## config.mk

```make
export PLATFORM = sky130hd
export DESIGN_NAME = id_stage_pipe
export DESIGN_NICKNAME = d
export VERILOG_FILES = /design/src/rtl/id_stage_pipe.sv
export SDC_FILE = /design/constraint.sdc
export NUM_CORES = 2
export LEC_CHECK = 0
export BUFFER_PORTS_ARGS = -buffer_cell sky130_fd_sc_hd__clkbuf_2
export CORE_AREA = 5 5 518 520
export DETAILED_ROUTE_END_ITERATION = 6
export DIE_AREA = 0 0 523 525
export PLACE_DENSITY = 0.42
export REMOVE_ABC_BUFFERS = 1
export SLEW_MARGIN = 20
export SYNTH_ARGS = -nofsm -noshare
export SYNTH_HDL_FRONTEND = slang
export SYNTH_SLANG_ARGS = --single-unit
```

## constraint.sdc

```tcl
create_clock -name clk -period 45.5 [get_ports clk]
set_input_delay 6.825 -clock clk [delete_from_list [all_inputs] [get_ports clk]]
set_output_delay 6.825 -clock clk [all_outputs]
set_load 0.02 [all_outputs]
```

## src/rtl/id_stage_pipe.sv

```systemverilog
// Instruction-decode stage: register file with WB bypass, immediate generation,
// early branch/jump resolution, and the ID/EX register with stall/flush control.
module id_stage_pipe #(
  parameter int              XLEN      = 32,
  parameter int              NREGS     = 32,
  parameter logic [XLEN-1:0] RESET_PC  = '0,
  parameter logic [31:0]     NOP_INSTR = 32'h0000_0013,
  parameter bit              BYPASS_WB = 1'b1,
  localparam int             AW        = $clog2(NREGS)
) (
  input  logic            clk,
  input  logic            rst,
  input  logic            id_valid,
  output logic            id_ready,
  input  logic [XLEN-1:0] id_pc,
  input  logic [31:0]     id_instr,
  input  logic [2:0]      imm_sel,
  input  logic            flush,
  input  logic            wb_we,
  input  logic [AW-1:0]   wb_rd_addr,
  input  logic [XLEN-1:0] wb_data,
  output logic            ex_valid,
  input  logic            ex_ready,
  output logic [XLEN-1:0] ex_pc,
  output logic [31:0]     ex_instr,
  output logic [XLEN-1:0] ex_rs1_data,
  output logic [XLEN-1:0] ex_rs2_data,
  output logic [XLEN-1:0] ex_imm,
  output logic [AW-1:0]   ex_rs1_addr,
  output logic [AW-1:0]   ex_rs2_addr,
  output logic [AW-1:0]   ex_rd_addr,
  output logic            br_taken,
  output logic [XLEN-1:0] br_target,
  output logic [XLEN-1:0] jal_target,
  output logic [XLEN-1:0] jalr_target,
  output logic            hazard_stall
);

  typedef struct packed {
    logic [XLEN-1:0] pc;
    logic [31:0]     instr;
    logic [XLEN-1:0] rs1_data;
    logic [XLEN-1:0] rs2_data;
    logic [XLEN-1:0] imm;
    logic [AW-1:0]   rs1_addr;
    logic [AW-1:0]   rs2_addr;
    logic [AW-1:0]   rd_addr;
  } idex_t;

  localparam logic [6:0] OP_LOAD   = 7'b0000011;
  localparam logic [6:0] OP_BRANCH = 7'b1100011;

  logic [AW-1:0]   rs1, rs2, rd;
  logic [6:0]      opcode;
  logic [2:0]      funct3;
  logic [XLEN-1:0] rf [NREGS];
  logic [XLEN-1:0] rs1_val, rs2_val;

  assign rs1    = AW'(id_instr[19:15]);
  assign rs2    = AW'(id_instr[24:20]);
  assign rd     = AW'(id_instr[11:7]);
  assign opcode = id_instr[6:0];
  assign funct3 = id_instr[14:12];

  // x0 is hardwired; every other entry is an independent register
  assign rf[0] = '0;
  for (genvar g = 1; g < NREGS; g++) begin : g_rf
    always_ff @(posedge clk or posedge rst) begin
      if (rst)                                   rf[g] <= '0;
      else if (wb_we && wb_rd_addr == AW'(g))    rf[g] <= wb_data;
    end
  end

  always_comb begin
    rs1_val = rf[rs1];
    rs2_val = rf[rs2];
    if (BYPASS_WB && wb_we && wb_rd_addr != '0) begin
      if (wb_rd_addr == rs1) rs1_val = wb_data;
      if (wb_rd_addr == rs2) rs2_val = wb_data;
    end
  end

  // Immediates built at 32 bits then sign-extended (or truncated) to XLEN
  logic signed [31:0] imm_i32, imm_s32, imm_b32, imm_j32, imm_u32;
  logic [XLEN-1:0]    imm_i, imm_s, imm_b, imm_j, imm_u, imm_sel_val;

  assign imm_i32 = {{20{id_instr[31]}}, id_instr[31:20]};
  assign imm_s32 = {{20{id_instr[31]}}, id_instr[31:25], id_instr[11:7]};
  assign imm_b32 = {{19{id_instr[31]}}, id_instr[31], id_instr[7],
                    id_instr[30:25], id_instr[11:8], 1'b0};
  assign imm_j32 = {{11{id_instr[31]}}, id_instr[31], id_instr[19:12],
                    id_instr[20], id_instr[30:21], 1'b0};
  assign imm_u32 = {id_instr[31:12], 12'b0};

  assign imm_i = XLEN'(imm_i32);
  assign imm_s = XLEN'(imm_s32);
  assign imm_b = XLEN'(imm_b32);
  assign imm_j = XLEN'(imm_j32);
  assign imm_u = XLEN'(imm_u32);

  always_comb begin
    unique case (imm_sel)
      3'd1:    imm_sel_val = imm_s;
      3'd2:    imm_sel_val = imm_b;
      3'd3:    imm_sel_val = imm_j;
      3'd4:    imm_sel_val = imm_u;
      default: imm_sel_val = imm_i;
    endcase
  end

  assign br_target   = id_pc + imm_b;
  assign jal_target  = id_pc + imm_j;
  assign jalr_target = (rs1_val + imm_i) & ~XLEN'(1);

  idex_t ex_q;
  logic  hazard, advance;

  // Conservative: any rs field match counts, regardless of instruction format
  assign hazard = id_valid && ex_valid && ex_q.instr[6:0] == OP_LOAD &&
                  ex_q.rd_addr != '0 &&
                  (ex_q.rd_addr == rs1 || ex_q.rd_addr == rs2);
  assign hazard_stall = hazard && !flush;
  assign advance      = ex_ready || !ex_valid;
  assign id_ready     = flush || (advance && !hazard);

  logic cond;
  always_comb begin
    unique case (funct3)
      3'b000:  cond = (rs1_val == rs2_val);
      3'b001:  cond = (rs1_val != rs2_val);
      3'b100:  cond = ($signed(rs1_val) <  $signed(rs2_val));
      3'b101:  cond = ($signed(rs1_val) >= $signed(rs2_val));
      3'b110:  cond = (rs1_val <  rs2_val);
      3'b111:  cond = (rs1_val >= rs2_val);
      default: cond = 1'b0;
    endcase
  end

  assign br_taken = id_valid && !hazard && !flush && opcode == OP_BRANCH && cond;

  always_ff @(posedge clk or posedge rst) begin
    if (rst) begin
      ex_valid       <= 1'b0;
      ex_q           <= '0;
      ex_q.pc        <= RESET_PC;
      ex_q.instr     <= NOP_INSTR;
    end else if (flush) begin
      ex_valid       <= 1'b0;
      ex_q.instr     <= NOP_INSTR;
    end else if (advance && id_valid && !hazard) begin
      ex_valid       <= 1'b1;
      ex_q.pc        <= id_pc;
      ex_q.instr     <= id_instr;
      ex_q.rs1_data  <= rs1_val;
      ex_q.rs2_data  <= rs2_val;
      ex_q.imm       <= imm_sel_val;
      ex_q.rs1_addr  <= rs1;
      ex_q.rs2_addr  <= rs2;
      ex_q.rd_addr   <= rd;
    end else if (advance) begin
      ex_valid       <= 1'b0;
      ex_q.instr     <= NOP_INSTR;
    end
  end

  assign ex_pc       = ex_q.pc;
  assign ex_instr    = ex_q.instr;
  assign ex_rs1_data = ex_q.rs1_data;
  assign ex_rs2_data = ex_q.rs2_data;
  assign ex_imm      = ex_q.imm;
  assign ex_rs1_addr = ex_q.rs1_addr;
  assign ex_rs2_addr = ex_q.rs2_addr;
  assign ex_rd_addr  = ex_q.rd_addr;

endmodule

```

==> metrics.cfg <==
[route]
wl_um=259000
vias=44200
vias_per_cell=5.12
first_iter_violations=3339
drc=0
wl_per_cell_um=30.0
first_pass_iters=5
drtAntennaViolNets=0

[logic_synthesis]
synth_top_family_by_area=multiplexers
synth-edff-count=0
syn_inst=4779
seq_area_frac_synth_pct=44.6
post_synth.cell_area_avg_um2=13.7
synthAdderAreaFrac_pct=2.10
ys_async_sr_fraction_pct=100
ys.flop_type=dfrtp_1
ys_types=76
synthMuxAreaShare_pct=39.1
synth_warnings=0
netlist_area_um2=65500
synth.ff_latch_count=1168
yosys.area_share.simple_pct=4.48
synth-xor-area-share_pct=1.35
synth_compound_area_share_pct=5.33

[worst_setup_path]
end_kind=primary output
timing.rr.end=ex_rs2_data[28]
crit_path_start_kind=input pin
crit_path_start=id_instr[21]
crit_type=input pin to primary output
reg2reg_from=ex_rd_addr[2]
crit_path_frequent_cell=buf_4
r2r_slack_ns=41.61
crit_fanout=47
cp.depth=18
critPathMaxStageDelay_ns=0.80
crit_end=br_taken
crit_path_cell_trace=buf_8 -> buf_4 -> buf_4 -> buf_4 -> mux4_2 -> mux4_2 -> mux2i_1 -> nor2_1 -> a21oi_1 -> ha_1 -> nand3_1 -> or3_1 -> or4_1 -> a31o_2 -> a311oi_1 -> a211oi_1 -> o211ai_1 -> clkbuf_2
required_ns=38.67
crit_buf_inv=5
cp_top_family=buffers and inverters
crit_arrival_ns=13.89
reg2reg_depth=9
slowest_stage=buf_4

[placement]
post-dp-hpwl_um=164000
gp_congestion=0.890
portBuffers=383

[status]
status=completed

[pwr]
ir_drop_mv=0.0352
p_per_area_nw_per_um2=47.1
power.leakage_nw=33.0

[layout]
final_nets=5206
utilization_pct=28.9
n_fill_cell=26800
area_growth_pct=16.3
layout_commonest_cell=dfrtp_1
final_cell_mix=1165 x dfrtp_1, 1039 x mux2_2, 572 x mux4_2, 374 x clkbuf_2, 285 x nand2_1
drive_above_1_share_pct=47.2

[sta]
hold_viol=0
period_share_pct=45.5
min_period_ns=20.71
finalSetupTns_ns=0
holdWs_ns=0.471
max_slew.worst_pin.slew_ns=1.17
rsz0062_at_grt=no
setup_viol=0
timing.fmax_ghz=0.0483
drv_slew=0
relSlewSlack_pct=21.5
skew_ns=0.0299

[clocking]
root_buffer=clkbuf_16
clock_path_buffers=3
cts_tree=yes
cts_buffers=148
cts_sinks=1168
clk_latency_ns=0.81
cts_setup_buffers=0
ctsHoldBuffers=0
cts_resized=0
htree_levels=4
clk_pin_slew_ns=0.06

[grt]
antenna_found_initial=18
grt_max_degree=155
grt_usage_pct=18.5
grt_pass1_vias=45600
grt_first_pass_wirelength_um=366000
grt-ovfl-total=0

[die]
die_h_um=525
initial_core_util_pct=24.8
die_width_um=523
core_um2=264000
dieArea_um2=275000
io_pins=385
rows=189

[job]
max_cap_viol_count=0

[hold_path]
holdCritStartpoint=ex_imm[7]
min_path_type=register to register

sequential cells by signal, summed over array words and instances (netlist names):
register     flops
ex_imm          32
ex_instr        32
ex_pc           32
ex_rd_addr       5
ex_rs1_addr      5
ex_rs1_data     32
ex_rs2_addr      5
ex_rs2_data     32
ex_valid         1
rf             992
how the worst min path moves through the flow:
stage / to / slack [ns] / depth (start not counted)
after detailed placement: ex_imm[7] / 0.46 / 2
after global routing: ex_pc[6] / 0.50 / 2
after CTS: ex_imm[7] / 0.47 / 2
after floorplan: rf[544] / 0.46 / 2
after global placement: ex_imm[7] / 0.45 / 2
final: ex_imm[7] / 0.47 / 2
power by group:
group          internal, mW  total, mW  switching (mW)
Combinational         0.479       1.02           0.541
Sequential             1.24       1.40           0.152
Clock                 0.683       1.17           0.488
Total                  2.41       3.59            1.18
Yosys cell counts (7+ instances only):
cell type	number	area, um^2
dfrtp_1	1165	29200
mux2_2	1039	11700
mux4_2	572	12900
clkbuf_1	321	1200
nand2_1	297	1110
a21oi_1	161	806
nor2_1	135	507
o21ai_0	135	676
ha_1	105	1310
mux2i_1	100	1000
xnor2_1	75	657
nand3_1	71	355
buf_1	62	233
a21o_1	53	398
a22o_1	53	464
buf_2	41	205
inv_1	35	131
o21ai_1	32	160
nor3_1	29	145
xor2_1	26	228
nor2b_1	20	125
o21bai_1	18	135
nand4_1	17	106
buf_6	16	180
and3_1	15	93.8
o21a_1	15	113
and2_1	14	87.6
nand2b_1	12	75.1
a31oi_1	11	68.8
or3_1	8	50.1
a211oi_1	7	52.6
cells by family (layout without fill, tap and decap cells):
logic type | after synthesis | after routing
multiplexers | 1713 | 1713
flip-flops | 1168 | 1168
AND/OR/NAND/NOR | 654 | 654
AO/OA/AOI/OAI | 554 | 554
buffers and inverters | 480 | 800
adder cells (fa/ha/maj) | 108 | 108
XOR/XNOR | 101 | 101
other | 1 | 10
final cells by class:
class                   count  area [um^2]  share of cell area, %
diodes                      9         22.5                 0.0296
clock buffers             215         4330                   5.68
clock inverters            46          430                  0.565
inverters                  36          148                  0.194
multi-input cells        3131        34600                   45.5
flip-flops and latches   1168        29200                   38.4
well taps                3533         4420                   5.80
repair buffers            503         2970                   3.90
worst min-delay path, delay by kind of cell (launching register included):
family	cells	cell delay, ns
simple gates	2	0.10
flops	1	0.34
stage by stage:
step | area, um^2 | total power, mW | cells | setup WS (ns)
after detailed placement | 71400 | 2.45 | 8371 | 24.71
after floorplan | 63700 | 2.02 | 4335 | 5.78
final | 76200 | 3.59 | 8641 | 24.79
after CTS | 76100 | 3.64 | 8632 | 24.71
after global routing | 76200 | 3.76 | 8633 | 24.39
after global placement | 71400 | 2.43 | 8371 | 24.68
per-layer routing:
layer	GRT usage [%]	up-vias	share of wire [%]
met5	0	-	0.026
met3	2.84	314	5.0
met2	31.0	1267	48
met1	24.4	24100	43
met4	6.23	10	3.6
li1	-	18600	-
No activity file was read; power rests on OpenSTA's default activity.
